$ cat src/rtl/caliptra_prim_sync_filter_pkg.sv
// Helpers shared by the caliptra_prim_sync_filter slice.
// Only elaboration-time arithmetic lives here; the design declares no types of its own.
package caliptra_prim_sync_filter_pkg;

  // The persistence counter needs to reach FilterCycles-1, and it is never narrower than one bit.
  function automatic int unsigned sync_filter_cnt_width(input int unsigned cycles);
    int unsigned w;
    w = $clog2(cycles);
    return (w < 1) ? 1 : w;
  endfunction

endpackage

$ cat src/rtl/caliptra_prim_cdc_rand_delay.sv
// Optional front-end for a synchronizer's first flop. When Enable is set, an LFSR
// decides per bit whether an input change is held back by one cycle.
module caliptra_prim_cdc_rand_delay #(
  parameter int unsigned DataWidth = 1,
  parameter bit          Enable    = 1'b0
) (
  input  logic                 clk_i,
  input  logic                 rst_ni,
  input  logic [DataWidth-1:0] prev_data_i,
  input  logic [DataWidth-1:0] src_data_i,
  output logic [DataWidth-1:0] dst_data_o
);

  if (Enable) begin : g_rand
    logic [15:0]          lfsr_q;
    logic [DataWidth-1:0] hold_d, hold_q;

    always_ff @(posedge clk_i or negedge rst_ni) begin
      if (!rst_ni) begin
        lfsr_q <= 16'hace1;
        hold_q <= '0;
      end else begin
        lfsr_q <= {lfsr_q[14:0], lfsr_q[15] ^ lfsr_q[13] ^ lfsr_q[12] ^ lfsr_q[10]};
        hold_q <= hold_d;
      end
    end

    // A bit held back in one cycle is always passed through in the next,
    // so any change is delayed by at most one cycle.
    for (genvar i = 0; i < DataWidth; i++) begin : g_bit
      localparam int unsigned Tap = i % 16;
      assign hold_d[i] = (prev_data_i[i] != src_data_i[i]) && !hold_q[i] && lfsr_q[Tap];
    end

    assign dst_data_o = (hold_d & prev_data_i) | (~hold_d & src_data_i);
  end else begin : g_pass
    logic unused_inputs;
    assign unused_inputs = ^{clk_i, rst_ni, prev_data_i};
    assign dst_data_o    = src_data_i;
  end

endmodule

$ cat src/rtl/caliptra_prim_sync_filter.sv
// Two-flop synchronizer with per-bit persistence filter and registered edge pulses.
// Define CALIPTRA_SYNC_FILTER_CDC_INSTR_EN to put caliptra_prim_cdc_rand_delay in front of q1.
module caliptra_prim_sync_filter
  import caliptra_prim_sync_filter_pkg::*;
#(
  parameter int unsigned      Width        = 1,
  parameter logic [Width-1:0] ResetValue   = '0,
  parameter int unsigned      FilterCycles = 4
) (
  input  logic             clk_i,
  input  logic             rst_ni,
  input  logic [Width-1:0] async_i,
  output logic [Width-1:0] sync_o,
  output logic [Width-1:0] filt_o,
  output logic [Width-1:0] rise_o,
  output logic [Width-1:0] fall_o
);

  localparam int unsigned     CntW   = sync_filter_cnt_width(FilterCycles);
  localparam logic [CntW-1:0] CntMax = CntW'(FilterCycles - 1);

  if (FilterCycles == 0) begin : g_bad_cfg
    $error("caliptra_prim_sync_filter: FilterCycles must be at least 1");
  end

  logic [Width-1:0] d1, q1, q2;

`ifdef CALIPTRA_SYNC_FILTER_CDC_INSTR_EN
  caliptra_prim_cdc_rand_delay #(
    .DataWidth (Width),
    .Enable    (1'b1)
  ) u_rand_delay (
    .clk_i       (clk_i),
    .rst_ni      (rst_ni),
    .prev_data_i (q1),
    .src_data_i  (async_i),
    .dst_data_o  (d1)
  );
`else
  assign d1 = async_i;
`endif

  always_ff @(posedge clk_i or negedge rst_ni) begin
    if (!rst_ni) begin
      q1 <= ResetValue;
      q2 <= ResetValue;
    end else begin
      q1 <= d1;
      q2 <= q1;
    end
  end

  assign sync_o = q2;

  for (genvar i = 0; i < Width; i++) begin : g_bit
    logic [CntW-1:0] cnt_q;
    logic            filt_q, rise_q, fall_q;

    // cnt_q is cleared on the accepting cycle, so it never wraps.
    always_ff @(posedge clk_i or negedge rst_ni) begin
      if (!rst_ni) begin
        cnt_q  <= '0;
        filt_q <= ResetValue[i];
        rise_q <= 1'b0;
        fall_q <= 1'b0;
      end else begin
        rise_q <= 1'b0;
        fall_q <= 1'b0;
        if (q2[i] == filt_q) begin
          cnt_q <= '0;
        end else if (cnt_q == CntMax) begin
          cnt_q  <= '0;
          filt_q <= q2[i];
          rise_q <= q2[i];
          fall_q <= ~q2[i];
        end else begin
          cnt_q <= cnt_q + CntW'(1);
        end
      end
    end

    assign filt_o[i] = filt_q;
    assign rise_o[i] = rise_q;
    assign fall_o[i] = fall_q;
  end

endmodule
$ cat config.mk
export PLATFORM = sky130hd
export DESIGN_NAME = caliptra_prim_sync_filter
export DESIGN_NICKNAME = d
export VERILOG_FILES = /design/src/rtl/caliptra_prim_sync_filter_pkg.sv /design/src/rtl/caliptra_prim_cdc_rand_delay.sv /design/src/rtl/caliptra_prim_sync_filter.sv
export SDC_FILE = /design/constraint.sdc
export NUM_CORES = 1
export LEC_CHECK = 0
export BUFFER_PORTS_ARGS = -buffer_cell sky130_fd_sc_hd__buf_2
export CAP_MARGIN = 20
export CORE_AREA = 2 2 39 41
export DETAILED_ROUTE_END_ITERATION = 10
export DIE_AREA = 0 0 41 43
export PLACE_DENSITY = 0.44
export RECOVER_POWER = 100
export SYNTH_ARGS = -nofsm -noshare
export SYNTH_HDL_FRONTEND = slang
export SYNTH_SLANG_ARGS = --single-unit
$ cat constraint.sdc
create_clock -name clk_i -period 1.92 [get_ports clk_i]
set_input_delay 0.384 -clock clk_i [delete_from_list [all_inputs] [get_ports clk_i]]
set_output_delay 0.384 -clock clk_i [all_outputs]
set_load 0.1 [all_outputs]
# After elaboration in Yosys (flattened, before gate mapping)
# Cells that the tools add are included.
# Widths: inputs -> output; s select.
dict set report classes {
  addsub 1
  n_eq_ne 2
  mux 6
  bitwise_logic 2
  reduce_logical 1
}
# op n
set op_table {}
lappend op_table {{$mux 1} 4}
lappend op_table {{$mux 2} 2}
lappend op_table {{$add 2x1->2 const B} 1}
lappend op_table {{$eq 2x2->1 const B} 1}
lappend op_table {{$not 1->1} 2}
lappend op_table {{$reduce_and 2->1} 1}
lappend op_table {{$eq 1x1->1} 1}
dict set report word_totals {
  reg_bits 7
  out_inout_bits 4
  elab_cells 18
}

# Longest topological paths before layout
dict set report depth {
  depth_word 3
  depth_mapped 2
}

# Worst setup path before layout
# No wires, ideal clock.
dict set report synth_timing {
  path_type {reg2reg}
  startpoint {register q2 (netlist: sync_o)}
  endpoint {register g_bit[0].cnt_q[1]}
  arrival_ns 1.242
  required_time_ns 1.790
  path_slack_ns 0.549
  path_stages_with_launch 3
  period_less_slack_ns 1.371
  cell_sequence {dfrtp_1 xnor2_1 nor2b_1}
}
dict set report synth_between {
  elab_chain_len 2
}
# element line
set synth_lines {}
lappend synth_lines {{start, declared} caliptra_prim_sync_filter.sv:26} ;# logic [Width-1:0] d1, q1, q2;
lappend synth_lines {{start signal, assigned} caliptra_prim_sync_filter.sv:46} ;# q2 <= ResetValue;
lappend synth_lines {{start signal, assigned} caliptra_prim_sync_filter.sv:49} ;# q2 <= q1;
lappend synth_lines {{$eq 1x1->1} caliptra_prim_sync_filter.sv:69} ;# if (q2[i] == filt_q) begin
lappend synth_lines {{$mux 2} caliptra_prim_sync_filter.sv:69}
lappend synth_lines {{end signal, assigned} caliptra_prim_sync_filter.sv:77} ;# cnt_q <= cnt_q + CntW'(1);
lappend synth_lines {{end, declared} caliptra_prim_sync_filter.sv:56} ;# logic [CntW-1:0] cnt_q;
# Every way passes these cells.
# A chain may end at the register's enable or synchronous reset.

# Worst setup path after layout
dict set report layout_timing {
  startpoint {register g_bit[0].filt_q (netlist: filt_o)}
  endpoint {output filt_o}
}
# element line
set layout_lines {}
lappend layout_lines {{start, declared} caliptra_prim_sync_filter.sv:57} ;# logic filt_q, rise_q, fall_q;
lappend layout_lines {{start signal, assigned} caliptra_prim_sync_filter.sv:63} ;# filt_q <= ResetValue[i];
lappend layout_lines {{start signal, assigned} caliptra_prim_sync_filter.sv:73} ;# filt_q <= q2[i];
lappend layout_lines {{end, declared} caliptra_prim_sync_filter.sv:14} ;# output logic [Width-1:0] filt_o,
# No word-level cell between the ends.

==> impl_metrics.csv <==
group,metric,value,unit
critical_path,crit_arrival,1.13,ns
global_routing,grt_pass1_vias,159,
placed_design,dp.cells,36,
clock_network,cts_buffers,3,
sta,finalHoldViolCount,0,
detailed_routing,drt_pre_antenna_iters,1,
sta,timing.fmax,658.9,MHz
clock_network,clkTransAtPathRegs,0.05,ns
sta,finClkSkew,0.0006033,ns
power,p_leak,0.1636,nW
clock_network,cts_resized,0,
layout,fill_cells,149,
layout,multi_input_area,63.81,sq um
layout,register_area,175.2,sq um
synthesis,synth_area,244.0,sq um
synthesis,yosysWarnings,0,
detailed_routing,wl,374,um
layout,syn2layout_area_growth,32.82,%
clock_network,htree_levels,1,
global_routing,gr-total-overflow,0,
synthesis,syn-num-nets,18,
synthesis,ys_types,7,
floorplanning,die_w,41,um
sta,post-route-period-util,79.05,%
sta,period_minus_slack,1.518,ns
placed_design,place.port_buffers,6,
synthesis,synth_common_cells,"7 x dfrtp_1, 2 x and3b_2",
synthesis,synth_ff_type,"dfrtp_1",
layout,finalNonFillerCells,41,
global_routing,grt_use_total,6.091,%
synthesis,ys_seq_area_share,71.79,%
placed_design,place.gp.congestion,0.6230,
sta,slew_violations,0,
critical_path,crit_fanout,5,
synthesis,synth_top_area_share,71.79,%
synthesis,synth_top_cell_by_area,"dfrtp_1",
clock_network,cts_max_path_buffers,2,
run,maxCapViolations,0,
critical_path,criticalPathCategory,"flop to output port",
synthesis,muxShareOfSynthArea,4.615,%
sta,tns,0,ns
run_status,status,"finished, final reports clean",
synthesis,ys_seq_elements,7,
floorplanning,core_area,1384,sq um
power,peakVddDrop,0.0008084,V
global_routing,grt_max_degree,8,
synthesis,synth-compound-area-share,0,%
clock_network,cts.sinks,7,
sta,setup_violations,0,
synthesis,yosys.area_share.adder,5.128,%
min_path,hold_path_class,"input port to flop",
layout,fin_nets,30,
detailed_routing,ant_nets,0,
power,p_total,0.5175,mW
layout,insertedDiodeCount,0,
layout,drive_gt1_share,40.00,%
synthesis,yosys.area_share.simple,14.87,%
power,power_density,1597,nW/um^2
sta,rsz0062_at_grt,"false",
floorplanning,die_area,1763,sq um
critical_path,critPathCaptureType,"output port",
synthesis,syn_avg_cell_area,17.43,sq um
global_routing,grt_pass1_wl,655,um
synthesis,async_flop_share,100.0,%
detailed_routing,vias,152,
critical_path,max_stage_delay,0.48,ns
synthesis,yosysMostFrequentCell,"dfrtp_1",
synthesis,synth_top_family_by_area,"simple AND/OR/NAND/NOR gates",
clock_network,root_buffer,"clkbuf_4",
clock_network,cts_setup_buffers,0,
critical_path,cp_top_family,"buffers and inverters",
critical_path,worstSetupStartpointType,"flop",
floorplanning,ioPinCount,7,
synthesis,synth_xor_area_share,3.590,%
critical_path,crit_required,1.54,ns
sta,worst-slew-pin-transition,0.5394,ns
global_routing,antenna_found_initial,0,
critical_path,crit_slowest_cell,"clkbuf_2",
clock_network,insertion_delay,0.25,ns
clock_network,tritoncts,"yes",
detailed_routing,initialDrtViolationCount,0,
layout,post-route-util,23.42,%
critical_path,cp_num_buf_inv,1,
sta,maxSlewHeadroom,64.19,%
detailed_routing,routedWlPerCell,9.122,um
synthesis,netlist_instances,14,
floorplanning,rows,14,
floorplanning,initial_core_util,17.63,%
synthesis,synth_edf_count,0,
detailed_routing,drc_errors,0,
critical_path,cp_cell_sequence,"clkbuf_2",
synthesis,yosys-top-cells-area,"dfrtp_1 72%, and3b_2 8.2%, ha_1 5.1%, mux2_1 4.6%, nor3_2 4.1%",
floorplanning,die_h,43,um
detailed_routing,vias_per_cell,3.707,
[power breakdown]
part           switching, mW  internal [mW]
Sequential            0.0236          0.181
Clock                 0.0514         0.0791
Combinational          0.138         0.0447
Total                  0.213          0.304
[through the flow]
step	area (sq um)	hold slack [ns]	setup slack, ns
after CTS	330.3	0.2359	0.4138
after floorplan	244.0	0.08841	0.5485
final	324.1	0.2425	0.4022
after global routing	324.1	0.2340	0.3499
after global placement	294.0	0.2237	0.6953
after detailed placement	294.0	0.2236	0.6946
[final cells by class]
| class | count | area share [%] |
|---|---|---|
| tap | 16 | 6.178 |
| sequential | 7 | 54.05 |
| multi-input combinational | 7 | 19.69 |
| clock buffer | 4 | 8.108 |
| timing repair buffer | 7 | 11.97 |
[repair_timing]
action	in CTS	in global routing
hold buffers	1	0
endpoints found under the setup margin	0	0
endpoints found under the hold margin	7	0
[worst paths after layout]
check	start	to	slack (ns)	cells past startpoint
setup reg to reg	g_bit[0].cnt_q[0]$_DFF_PN0_	filt_o$_DFFE_PN0P_	0.86	2
hold / removal	async_i	q1$_DFF_PN0_	0.24	1
hold reg to reg	q1$_DFF_PN0_	sync_o$_DFF_PN0_	0.36	0
max in group asynchronous	rst_ni	filt_o$_DFFE_PN0P_	1.08	2
setup / recovery	filt_o$_DFFE_PN0P_	filt_o	0.40	1
min in group asynchronous	rst_ni	g_bit[0].cnt_q[1]$_DFF_PN0_	0.56	2
[state kept, by name, indices dropped and copies added (netlist names)]
name	flops
g_bit.cnt_q	2
sync_o	1
fall_o	1
q1	1
rise_o	1
filt_o	1
[cells in the final DEF (no fill, tap or decap)]
cell,synthesis,final
and3b_2,2,2
buf_2,0,1
clkbuf_1,0,2
clkbuf_2,0,4
clkbuf_4,0,3
dfrtp_1,7,7
dlygate4sd3_1,0,1
ha_1,1,1
mux2_1,1,1
nor2b_1,1,1
nor3_1,0,1
xnor2_1,1,1
[metal layers]
layer / vias up / global-route usage [%] / share of wire (%)
met3: 2 / 3.141 / 12
li1: 70 / - / -
met4: 0 / 6.000 / 2.1
met2: 9 / 7.500 / 47
met1: 71 / 7.000 / 38
met5: - / 0 / 0
[cell families (layout without fill, tap and decap cells)]
logic type / count (synthesis) / in the layout
flops: 7 / 7
simple gates: 4 / 4
fa+ha+maj: 1 / 1
xor+xnor: 1 / 1
mux: 1 / 1
buf+inv: 0 / 11
(Power assumes the default switching activity.)
